[config.mk]
export PLATFORM = sky130hd
export DESIGN_NAME = ltz_cdcs
export DESIGN_NICKNAME = d
export VERILOG_FILES = /design/src/rtl/ltz_cdcs.sv
export SDC_FILE = /design/constraint.sdc
export NUM_CORES = 1
export LEC_CHECK = 0
export CAP_MARGIN = 0
export CORE_AREA = 2 2 39 41
export CTS_CLUSTER_DIAMETER = 150
export DETAILED_ROUTE_END_ITERATION = 6
export DIE_AREA = 0 0 41 43
export HOLD_SLACK_MARGIN = 0.05
export PLACE_DENSITY = 0.51
export SETUP_SLACK_MARGIN = 0.5
export SLEW_MARGIN = 10
export SYNTH_ARGS = -nofsm -noshare
export SYNTH_HDL_FRONTEND = slang
export SYNTH_SLANG_ARGS = --single-unit
[constraint.sdc]
create_clock -name clk -period 3.8 [get_ports clk]
set_input_delay 0.76 -clock clk [delete_from_list [all_inputs] [get_ports clk]]
set_output_delay 0.76 -clock clk [all_outputs]
set_load 0.1 [all_outputs]
[src/rtl/ltz_cdcs.sv]
// CDC source-side stabiliser: paces multi-bit updates toward an asynchronous receiver
// so that each dout value stays stable for at least HOLD clocks, with a one-deep pending slot.
module ltz_cdcs #(
    parameter int unsigned WIDTH   = 1,
    parameter logic [WIDTH-1:0] INITVAL = {WIDTH{1'b0}},
    parameter int unsigned HOLD    = 8
) (
    input  logic             clk,
    input  logic             rst_n,
    input  logic [WIDTH-1:0] din,
    input  logic             din_vld,
    output logic             din_rdy,
    output logic [WIDTH-1:0] dout,
    output logic             dout_chg,
    output logic             busy
);

    // Guarded width keeps the counter legal long enough for the HOLD check to report.
    localparam int unsigned CW = (HOLD < 2) ? 1 : $clog2(HOLD);

    if (HOLD < 2) begin : g_bad_hold
        $error("ltz_cdcs: HOLD must be at least 2");
    end

    typedef enum logic {
        ST_IDLE = 1'b0,
        ST_HOLD = 1'b1
    } state_t;

    state_t           state;
    logic [CW-1:0]    cnt;
    logic             pend_vld;
    logic [WIDTH-1:0] pend;

    logic free;
    logic xfer;

    assign din_rdy = !pend_vld;
    assign busy    = (state == ST_HOLD) || pend_vld;
    assign free    = (state == ST_IDLE) || (cnt == '0);
    assign xfer    = din_vld && din_rdy;

    // Pending slot has priority at expiry; otherwise a fresh transfer loads directly.
    always_ff @(posedge clk or negedge rst_n) begin
        if (!rst_n) begin
            state    <= ST_IDLE;
            cnt      <= '0;
            pend_vld <= 1'b0;
            pend     <= INITVAL;
            dout     <= INITVAL;
            dout_chg <= 1'b0;
        end else begin
            dout_chg <= 1'b0;
            if (free) begin
                if (pend_vld) begin
                    pend_vld <= 1'b0;
                    if (pend != dout) begin
                        dout     <= pend;
                        cnt      <= CW'(HOLD - 1);
                        state    <= ST_HOLD;
                        dout_chg <= 1'b1;
                    end else begin
                        state <= ST_IDLE;
                    end
                end else if (xfer && (din != dout)) begin
                    dout     <= din;
                    cnt      <= CW'(HOLD - 1);
                    state    <= ST_HOLD;
                    dout_chg <= 1'b1;
                end else begin
                    state <= ST_IDLE;
                end
            end else begin
                cnt <= cnt - CW'(1);
                if (xfer) begin
                    pend     <= din;
                    pend_vld <= 1'b1;
                end
            end
        end
    end

endmodule

==> reports/results.ini <==
[status]
status = complete, no violations

[sta]
slew_violations = 0
max_freq_mhz = 365.3
hold_violations = 0
rsz0062_at_grt = false
fin_skew_ns = 0.001782
tightest_slew_ns = 0.9690
setup-tns-final_ns = 0
hold_ws_ns = 0.5467
relSlewSlack_pct = 35.20
finalSetupViolations = 0
fin_crit_sh_pct = 72.04
period_minus_slack_ns = 2.737

[synthesis]
synth_cell_type_count = 19
synth_top_cell_by_area = dfrtp_1
ys_ff_latch = 8
syn_area_per_cell_um2 = 10.70
ys_seq_area_share_pct = 46.78
syn_area_um2 = 427.9
syn_nets = 46
ys_warn_count = 0
synthTopCellsByArea = dfrtp_1, nor2_1, nor2b_4
synth_top_area_share_pct = 46.78
synthCells = 40

[placed_design]
hpwlAfterDp_um = 590.5
globalplace.congestion = 0.7089
port_buffers = 7
placed_area_um2 = 506.7

[clock_tree]
htree_levels = 1
cts_tree = yes
clk_latency_ns = 0.25
cts_sinks = 8
clk_pin_slew_worst_paths_ns = 0.05
root_buffer = clkbuf_4
clock_path_buffers = 2
cts-buffers-inserted = 3
cts_resized = 0
cts_hold_buffers = 0
postCtsSetupRepairBufs = 0

[setup_path]
critPathLaunch = pend_vld
cp.required_ns = 3.04
critPathKind = reg -> out
end_kind = output port
r2r-start = cnt[0]
cp.arrival_ns = 1.98
r2r_cells = 6
cp-start-kind = register
path_max_fanout = 5
r2r_slack_ns = 2.25
r2r-end = pend

[floorplan]
row_count = 14
die-area_um2 = 1763
die_h_um = 43
die_w_um = 41
ios = 8
core-area_um2 = 1384
start_util_pct = 30.92

[route]
ant_nets = 0
wl_per_cell_um = 11.58
drc = 0
routed_wl_um = 753
via_count = 297
drtIter0Drc = 5
drt-vias-per-instance = 4.569
drt_pass1_iterations = 4

[run]
max_cap_violations = 0

[hold_path]
hold_depth = 2
hold_path.class = reg -> reg
holdCritStartpoint = cnt[0]
min_to = cnt[0]

[grt]
grt_pass1_wl_mm = 1.331
gr-total-overflow = 0
grt_pass1_vias = 308
antenna_found_initial = 0
grt_start_max_net_pins = 10
grt.total_usage_pct = 11.87

[layout]
synthToLayoutAreaGrowth_pct = 23.68
diodes = 0
drive_gt1_share_pct = 20.41
finalInstanceArea_um2 = 529.3
layout.nets = 57
fillCellCount = 144
utilization_pct = 38.25

[flip-flops by register name, summed over array words and instances, names as in the netlist]
name / cells
dout_chg: 1
pend_vld: 1
state: 1
dout: 1
pend: 1
cnt: 3
[critical path, cell delays in order (launching register included)]
cell	delay (ns)
dfrtp_1	0.44
inv_1	0.14
clkdlybuf4s50_1	1.15
[metal layers]
metal  wire [µm]  up-vias  GRT usage, %
met5           0        -             0
met4           0        0         8.000
met1         318      140         13.62
li1            -      150             -
met3          40        0         4.712
met2         393        7         17.19
[Yosys cell counts, drive strengths merged]
library cell  number
dfrtp              8
xor2               2
or2                1
or2b               1
nand2b             1
a21oi              1
inv                4
mux2               1
ha                 2
a211oi             1
o22ai              1
nor3               1
nor2               8
nor2b              2
buf                1
nand2              2
a22oi              3
[cells by family after synthesis]
kind of cell / after synthesis / share of synthesized area, %
buffers and inverters: 5 / 6.139
XOR/XNOR: 2 / 4.094
AO/OA/AOI/OAI: 6 / 11.99
flip-flops: 8 / 46.78
adder cells (fa/ha/maj): 2 / 5.847
multiplexers: 1 / 3.508
AND/OR/NAND/NOR: 16 / 21.64
[worst max path at each step]
stage,to,slack [ns]
floorplan,din_rdy,1.97
global placement,busy,1.34
detailed placement,din_rdy,1.31
CTS,din_rdy,1.04
global route,din_rdy,0.97
finish,din_rdy,1.06
[stage by stage]
stage          setup slack (ns)  cells
6_report                  1.063     65
5_1_grt                  0.9659     65
4_1_cts                   1.038     65
3_5_place_dp              1.310     62
3_3_place_gp              1.344     62
2_1_floorplan             1.968     40
[cells in the final DEF (no fill, tap or decap), types with 2 or more instances in the layout]
cell type and instances:
nor2_1 8, dfrtp_1 8, clkdlybuf4s50_1 7, inv_1 4, clkbuf_4 3, nor2b_4 2
xor2_1 2, a22oi_1 2, ha_1 2
[final cells by class]
cell class / instances / area [µm²] / area share [%]
Clock buffer: 3 / 22.52 / 4.255
Timing Repair Buffer: 7 / 70.07 / 13.24
Sequential cell: 8 / 200.2 / 37.83
Inverter: 4 / 15.01 / 2.837
Tap cell: 16 / 20.02 / 3.783
Multi-Input combinational cell: 27 / 201.4 / 38.06
Power is left out: the tool's default activity adds up to more than one toggle a clock period on the data nets, which glitch-free logic cannot reach.
